$ cat src/rtl/decompose_stream_if.sv
// Stream bundle for decompose_stream: coefficient beats in, high/low parts out.
interface decompose_stream_if #(
    parameter int unsigned LANES   = 4,
    parameter int unsigned COEFF_W = 24
);
    localparam int unsigned DW = LANES * COEFF_W;

    logic [2:0]    sec_lvl;
    logic          mode;
    logic          valid_i;
    logic          ready_i;
    logic [DW-1:0] di;
    logic [DW-1:0] doa;
    logic [DW-1:0] dob;
    logic          valid_o;
    logic          ready_o;
    logic          err_o;

    modport master (
        output sec_lvl, mode, valid_i, di, ready_o,
        input  ready_i, doa, dob, valid_o, err_o
    );

    modport slave (
        input  sec_lvl, mode, valid_i, di, ready_o,
        output ready_i, doa, dob, valid_o, err_o
    );
endinterface

$ cat src/rtl/decompose_stream.sv
// Three-stage pipelined Decompose / Power2Round of LANES coefficients mod q,
// with a single global stall enable shared by every stage.
module decompose_stream #(
    parameter int unsigned LANES   = 4,
    parameter int unsigned COEFF_W = 24
) (
    input  logic              clk,
    input  logic              rst,
    decompose_stream_if.slave bus
);
    localparam int unsigned RW          = 23;
    localparam int unsigned QW          = 11;
    localparam int unsigned Q_VAL       = 8380417;
    localparam int unsigned G2_NARROW   = 95232;
    localparam int unsigned G2_WIDE     = 261888;
    localparam int unsigned P2R_D       = 13;
    localparam int unsigned P2R_HALF    = 4096;
    localparam int unsigned WRAP_NARROW = (Q_VAL - 1) / (2 * G2_NARROW);
    localparam int unsigned WRAP_WIDE   = (Q_VAL - 1) / (2 * G2_WIDE);

    typedef struct packed {
        logic vld;
        logic err;
        logic mode;
        logic wide;
    } ctl_t;

    typedef logic [LANES-1:0][RW-1:0] lane_r_t;
    typedef logic [LANES-1:0][QW-1:0] lane_q_t;

    logic                     en_c;
    logic                     sec_wide_c;
    logic                     sec_bad_c;
    logic                     range_bad_c;

    ctl_t                     s1_ctl_q, s1_ctl_d;
    lane_r_t                  s1_r_q, s1_r_d;
    ctl_t                     s2_ctl_q, s2_ctl_d;
    lane_q_t                  s2_quo_q, s2_quo_d;
    lane_r_t                  s2_rem_q, s2_rem_d;
    logic                     s3_vld_q, s3_vld_d;
    logic                     s3_err_q, s3_err_d;
    logic [LANES*COEFF_W-1:0] s3_a_q, s3_a_d;
    logic [LANES*COEFF_W-1:0] s3_b_q, s3_b_d;

    // Every stage moves together unless the output beat is blocked downstream.
    assign en_c        = ~s3_vld_q | bus.ready_o;
    assign bus.ready_i = en_c & ~rst;
    assign bus.valid_o = s3_vld_q;
    assign bus.err_o   = s3_err_q;
    assign bus.doa     = s3_a_q;
    assign bus.dob     = s3_b_q;

    always_comb begin : input_decode
        sec_wide_c  = (bus.sec_lvl == 3'b011) || (bus.sec_lvl == 3'b101);
        sec_bad_c   = !(sec_wide_c || (bus.sec_lvl == 3'b010));
        range_bad_c = 1'b0;
        for (int unsigned k = 0; k < LANES; k++) begin
            if (bus.di[k*COEFF_W +: COEFF_W] >= COEFF_W'(Q_VAL)) begin
                range_bad_c = 1'b1;
            end
        end
    end

    // Stage 1: capture the beat with its own mode/security qualifiers.
    always_comb begin : stage1_next
        s1_ctl_d = s1_ctl_q;
        s1_r_d   = s1_r_q;
        if (en_c) begin
            s1_ctl_d.vld  = bus.valid_i;
            s1_ctl_d.err  = sec_bad_c | range_bad_c;
            s1_ctl_d.mode = bus.mode;
            s1_ctl_d.wide = sec_wide_c;
            if (bus.valid_i) begin
                for (int unsigned k = 0; k < LANES; k++) begin
                    s1_r_d[k] = bus.di[k*COEFF_W +: RW];
                end
            end
        end
    end

    // Stage 2: floor quotient and non-negative remainder by the step size.
    always_comb begin : stage2_next
        s2_ctl_d = s2_ctl_q;
        s2_quo_d = s2_quo_q;
        s2_rem_d = s2_rem_q;
        if (en_c) begin
            s2_ctl_d = s1_ctl_q;
            for (int unsigned k = 0; k < LANES; k++) begin
                if (s1_ctl_q.mode) begin
                    s2_quo_d[k] = QW'(s1_r_q[k] >> P2R_D);
                    s2_rem_d[k] = RW'(s1_r_q[k][P2R_D-1:0]);
                end else if (s1_ctl_q.wide) begin
                    s2_quo_d[k] = QW'(s1_r_q[k] / RW'(2 * G2_WIDE));
                    s2_rem_d[k] = s1_r_q[k] % RW'(2 * G2_WIDE);
                end else begin
                    s2_quo_d[k] = QW'(s1_r_q[k] / RW'(2 * G2_NARROW));
                    s2_rem_d[k] = s1_r_q[k] % RW'(2 * G2_NARROW);
                end
            end
        end
    end

    // Stage 3: recentre the remainder, fold the top bucket to r1 = 0, reduce r0 mod q.
    always_comb begin : stage3_next
        logic [RW-1:0] half;
        logic [RW-1:0] alpha;
        logic [RW-1:0] lo;
        logic [QW-1:0] hi;
        logic [QW-1:0] wrap;

        s3_vld_d = s3_vld_q;
        s3_err_d = s3_err_q;
        s3_a_d   = s3_a_q;
        s3_b_d   = s3_b_q;
        hi       = '0;
        lo       = '0;

        if (s2_ctl_q.mode) begin
            half  = RW'(P2R_HALF);
            alpha = RW'(2 * P2R_HALF);
        end else if (s2_ctl_q.wide) begin
            half  = RW'(G2_WIDE);
            alpha = RW'(2 * G2_WIDE);
        end else begin
            half  = RW'(G2_NARROW);
            alpha = RW'(2 * G2_NARROW);
        end
        wrap = s2_ctl_q.wide ? QW'(WRAP_WIDE) : QW'(WRAP_NARROW);

        if (en_c) begin
            s3_vld_d = s2_ctl_q.vld;
            s3_err_d = s2_ctl_q.vld & s2_ctl_q.err;
            for (int unsigned k = 0; k < LANES; k++) begin
                if (s2_rem_q[k] > half) begin
                    hi = s2_quo_q[k] + QW'(1);
                    lo = s2_rem_q[k] + (RW'(Q_VAL) - alpha);
                end else begin
                    hi = s2_quo_q[k];
                    lo = s2_rem_q[k];
                end
                // r - r0' == q-1 lands exactly on bucket 'wrap'; that bucket folds back to zero.
                if (!s2_ctl_q.mode && (hi == wrap)) begin
                    hi = '0;
                    lo = (lo == '0) ? RW'(Q_VAL - 1) : lo - RW'(1);
                end
                if (s2_ctl_q.err) begin
                    hi = '0;
                    lo = '0;
                end
                s3_a_d[k*COEFF_W +: COEFF_W] = COEFF_W'(hi);
                s3_b_d[k*COEFF_W +: COEFF_W] = COEFF_W'(lo);
            end
        end
    end

    always_ff @(posedge clk or posedge rst) begin : stage_regs
        if (rst) begin
            s1_ctl_q <= '0;
            s1_r_q   <= '0;
            s2_ctl_q <= '0;
            s2_quo_q <= '0;
            s2_rem_q <= '0;
            s3_vld_q <= 1'b0;
            s3_err_q <= 1'b0;
            s3_a_q   <= '0;
            s3_b_q   <= '0;
        end else begin
            s1_ctl_q <= s1_ctl_d;
            s1_r_q   <= s1_r_d;
            s2_ctl_q <= s2_ctl_d;
            s2_quo_q <= s2_quo_d;
            s2_rem_q <= s2_rem_d;
            s3_vld_q <= s3_vld_d;
            s3_err_q <= s3_err_d;
            s3_a_q   <= s3_a_d;
            s3_b_q   <= s3_b_d;
        end
    end
endmodule

$ cat src/flat_wrapper.sv
// flat-port wrapper written by rule: the top's interface ports become plain ports
module decompose_stream_flat 
#(
    parameter int unsigned LANES   = 4,
    parameter int unsigned COEFF_W = 24
)
  (clk, rst, bus_sec_lvl, bus_mode, bus_valid_i, bus_di, bus_ready_o, bus_ready_i, bus_doa, bus_dob, bus_valid_o, bus_err_o);
  decompose_stream_if #(.LANES(LANES), .COEFF_W(COEFF_W)) bus_i ();
  input  logic clk;
  input  logic rst;
  input wire logic [$bits(bus_i.sec_lvl)-1:0] bus_sec_lvl;
  input wire logic [$bits(bus_i.mode)-1:0] bus_mode;
  input wire logic [$bits(bus_i.valid_i)-1:0] bus_valid_i;
  input wire logic [$bits(bus_i.di)-1:0] bus_di;
  input wire logic [$bits(bus_i.ready_o)-1:0] bus_ready_o;
  output wire logic [$bits(bus_i.ready_i)-1:0] bus_ready_i;
  output wire logic [$bits(bus_i.doa)-1:0] bus_doa;
  output wire logic [$bits(bus_i.dob)-1:0] bus_dob;
  output wire logic [$bits(bus_i.valid_o)-1:0] bus_valid_o;
  output wire logic [$bits(bus_i.err_o)-1:0] bus_err_o;
  assign bus_i.sec_lvl = bus_sec_lvl;
  assign bus_i.mode = bus_mode;
  assign bus_i.valid_i = bus_valid_i;
  assign bus_i.di = bus_di;
  assign bus_i.ready_o = bus_ready_o;
  assign bus_ready_i = bus_i.ready_i;
  assign bus_doa = bus_i.doa;
  assign bus_dob = bus_i.dob;
  assign bus_valid_o = bus_i.valid_o;
  assign bus_err_o = bus_i.err_o;
  decompose_stream #(.LANES(LANES), .COEFF_W(COEFF_W)) u_core (.clk(clk), .rst(rst), .bus(bus_i));
endmodule
$ cat config.mk
export PLATFORM = sky130hd
export DESIGN_NAME = decompose_stream_flat
export DESIGN_NICKNAME = d
export VERILOG_FILES = /design/src/rtl/decompose_stream_if.sv /design/src/rtl/decompose_stream.sv /design/src/flat_wrapper.sv
export SDC_FILE = /design/constraint.sdc
export NUM_CORES = 2
export LEC_CHECK = 0
export ABC_CLOCK_PERIOD_IN_PS = 18500
export BUFFER_PORTS_ARGS = -buffer_cell sky130_fd_sc_hd__buf_2
export CAP_MARGIN = 40
export CORE_MARGIN = 1.5
export CORE_UTILIZATION = 55
export DETAILED_ROUTE_END_ITERATION = 10
export GPL_ROUTABILITY_DRIVEN = 0
export PLACE_DENSITY = 0.75
export SYNTH_ARGS = -nofsm -noshare
export SYNTH_HDL_FRONTEND = slang
export SYNTH_SLANG_ARGS = --single-unit
$ cat constraint.sdc
create_clock -name clk -period 18.5 [get_ports clk]
set_input_delay 1.85 -clock clk [delete_from_list [all_inputs] [get_ports clk]]
set_output_delay 1.85 -clock clk [all_outputs]
set_load 0.05 [all_outputs]
==> run summary <==
# IOs - 299
Cell Rows - 90
Clk pin slew, worst setup/hold paths - 60 ps
Reg2reg setup slack - 3280 ps
Sequential cell area fraction in the yosys report - 0.278
Share of the synthesized area in the top cell type - 0.278
Largest net degree at the start of global routing - 171
Number of DRC markers in iteration 0 - 2789
Chip height - 249 um
Most used DFF post-synth - dfrtp_1
# setup viols final - 0
Starting Density - 0.554
Area contributors post-synth - dfrtp_1 (28%), ha_1 (7.8%), nand2_1 (5.6%), xnor2_1 (5.4%), mux2_2 (3.9%)
Fin crit share - 0.823
Xor-xnor portion of the synthesized cell area - 0.0885
Fmax - 65.7 MHz
# clock sinks - 370
Count of pins over their slew limit - 0
Total CTS buffers - 43
Status - finished, final reports clean
All-layer global routing usage - 0.296
Layout cell share with drive strength beyond 1 - 0.152
# port buffers - 242
Final hold vios - 0
Main combinational cell family by area after synthesis - compound AO/OA/AOI/OAI gates
Max Cap Viol - 0
Largest area contributor in the netlist - dfrtp_1
DRT Pass-1 Iters - 7
Grt ovf - 0
Drt wl/cell - 19.2 um
Final nets - 4401
Die span in x - 249 um
Vias in the first global route - 27.3k
Worst Path Max Fanout - 63
#FFs+latches synth - 370
CTS tree - done
Root Driver - clkbuf_16
Max stage delay cell, worst path - inv_4
DRT antenna net count - 0
CP Capture Point - u_core.s2_rem_q[45]
Area grow syn2layout - 9.43%
Post-CTS sizing - 0
Vias - 30.2k
Critical Path Sink Type - register
Vias per cell - 6.15
Worst Clk Skew - 24.4 ps
Total setup buffers inserted after CTS - 0
Post-DP HPWL - 71800 um
Die ar. - 62100 um2
Setup tns final - 0 ps
Synth Area per Inst - 8.50 um2
Worst Tran Pin Value - 1040 ps
Worst EP arrival - 15690 ps
CTS Buffer Depth - 3
Most frequent cells after synthesis - nand2_1 (497), dfrtp_1 (370), nor2_1 (260), o21ai_0 (233), ha_1 (209)
Startpoint types - register
Core Region - 60100 um2
Worst hold margin - 465 ps
Most common cell in the synthesized netlist - nand2_1
Async SR Flop Fraction - 1.00
Reg2Reg Depth - 61
Adder-Cell Fraction of Synth Area - 0.0794
Hold path cells - 2
Mapped Cells - 3920
Post-synthesis mux area share - 0.0622
CTS Hold Buffers Added - 0
Initial antenna violation count - 4
Worst min path class - register to register
Worst setup margin - 3280 ps
H-tree depth - 2
Post-Synth Simple-Gate Area - 0.213
Synth warn - 0
Reg-to-Reg Start - u_core.s1_ctl_q[0]
Latest clock arrival within the worst-skew pair - 590 ps
Cell mode on critical path - nand2_1
Number of synthesized flops with an enable pin - 0
Synthesized cell area - 33300 um2
First-pass GRT wire length - 151000 um
Tmin final - 15220 ps
Drt drc - 0
Reg-to-Reg End - u_core.s2_rem_q[45]
Worst Setup SP - u_core.s1_ctl_q[0]
Max stage delay on crit path - 660 ps
CP Class - register to register
Max_slew headroom - 0.310
# fillers - 5283
WL final - 94200 um
Worst EP required - 18970 ps
Pre-CTS WS - 3560 ps
Yosys cell types - 141
RSZ-0062 raised after global routing - false
Compound-gate portion of the synthesized area - 0.229
==> worst max-delay path: cells and delay by family, from the launching register on <==
| kind | cells | cell delay, ps |
|---|---|---|
| AO/OA/AOI/OAI | 27 | 6120 |
| flip-flops | 1 | 520 |
| buffers and inverters | 2 | 750 |
| XOR/XNOR | 1 | 150 |
| multiplexers | 3 | 1270 |
| adder cells (fa/ha/maj) | 7 | 2420 |
| AND/OR/NAND/NOR | 21 | 3850 |
==> sequential cells by signal, indices dropped and copies added, names as in the netlist <==
name / count
u_core.s2_quo_q: 40
u_core.s1_ctl_q: 4
u_core.s2_rem_q: 92
u_core.s1_r_q: 92
u_core.bus.valid_o: 1
u_core.bus.err_o: 1
u_core.bus.dob: 92
u_core.s2_ctl_q: 4
u_core.bus.doa: 44
==> stage by stage <==
step,std cells,util,area [um2]
after floorplan,3986,-,33600
after global placement,4822,0.581,34900
after detailed placement,4825,0.582,35000
after CTS,4903,0.606,36500
after global routing,4905,0.606,36500
final,4907,0.606,36500
==> how the worst min path moves through the flow <==
| stage | startpoint | endpoint | slack (ps) |
|---|---|---|---|
| finish | u_core.bus.err_o | u_core.bus.err_o | 470 |
| floorplan | u_core.s1_ctl_q[3] | u_core.s2_ctl_q[3] | 450 |
| CTS | u_core.bus.dob[65] | u_core.bus.dob[65] | 470 |
| global route | u_core.bus.err_o | u_core.bus.err_o | 490 |
| global placement | u_core.bus.dob[41] | u_core.bus.dob[41] | 450 |
| detailed placement | u_core.bus.dob[65] | u_core.bus.dob[65] | 460 |
==> cell type report <==
type                       instances  area (um2)  area share
antenna                            4        10.0    0.000275
clock buffer                      57        1190      0.0326
clock inverter                    21         275     0.00755
inverter                         142         543      0.0149
multi-input combinational       3255       22700       0.622
sequential                       370        9260       0.254
tap                              782         978      0.0268
timing repair buffer             276        1530      0.0419
==> cell usage in the layout, fill, tap and decap left out, types with 26 or more instances in the layout <==
master and n:
nand2_1 496, dfrtp_1 370, nor2_1 259, buf_2 242, o21ai_0 233, ha_1 209
xnor2_1 207, a21oi_1 168, inv_1 139, xor2_1 127, mux2_2 115, nor3_1 104
nand3_1 102, a22o_1 71, mux2i_1 68, conb_1 68, and3_1 61, nand4_1 61
o21a_1 56, a21o_1 49, clkbuf_16 43, a31oi_1 40, nor4_1 38, and2_1 38
o211ai_1 38, or2_2 34, nor2b_1 33, or3_1 31, buf_4 29, a211oi_1 26
==> cells by family (layout without fill, tap and decap cells) <==
family / Yosys count / after routing
simple gates: 1415 / 1415
compound gates: 1036 / 1036
flops: 370 / 370
buf+inv: 361 / 496
xor+xnor: 335 / 335
fa+ha+maj: 212 / 212
mux: 189 / 189
other cells: 2 / 72
==> layer usage <==
metal / vias up / part of all wire / track usage
li1: 14600 / - / -
met1: 14400 / 0.48 / 0.451
met2: 1103 / 0.42 / 0.433
met3: 140 / 0.073 / 0.0391
met4: 2 / 0.028 / 0.0876
met5: - / 0.000095 / 0
Power is not shown: default switching activity piles up to over one toggle a cycle in this logic, so the estimate is an artifact.
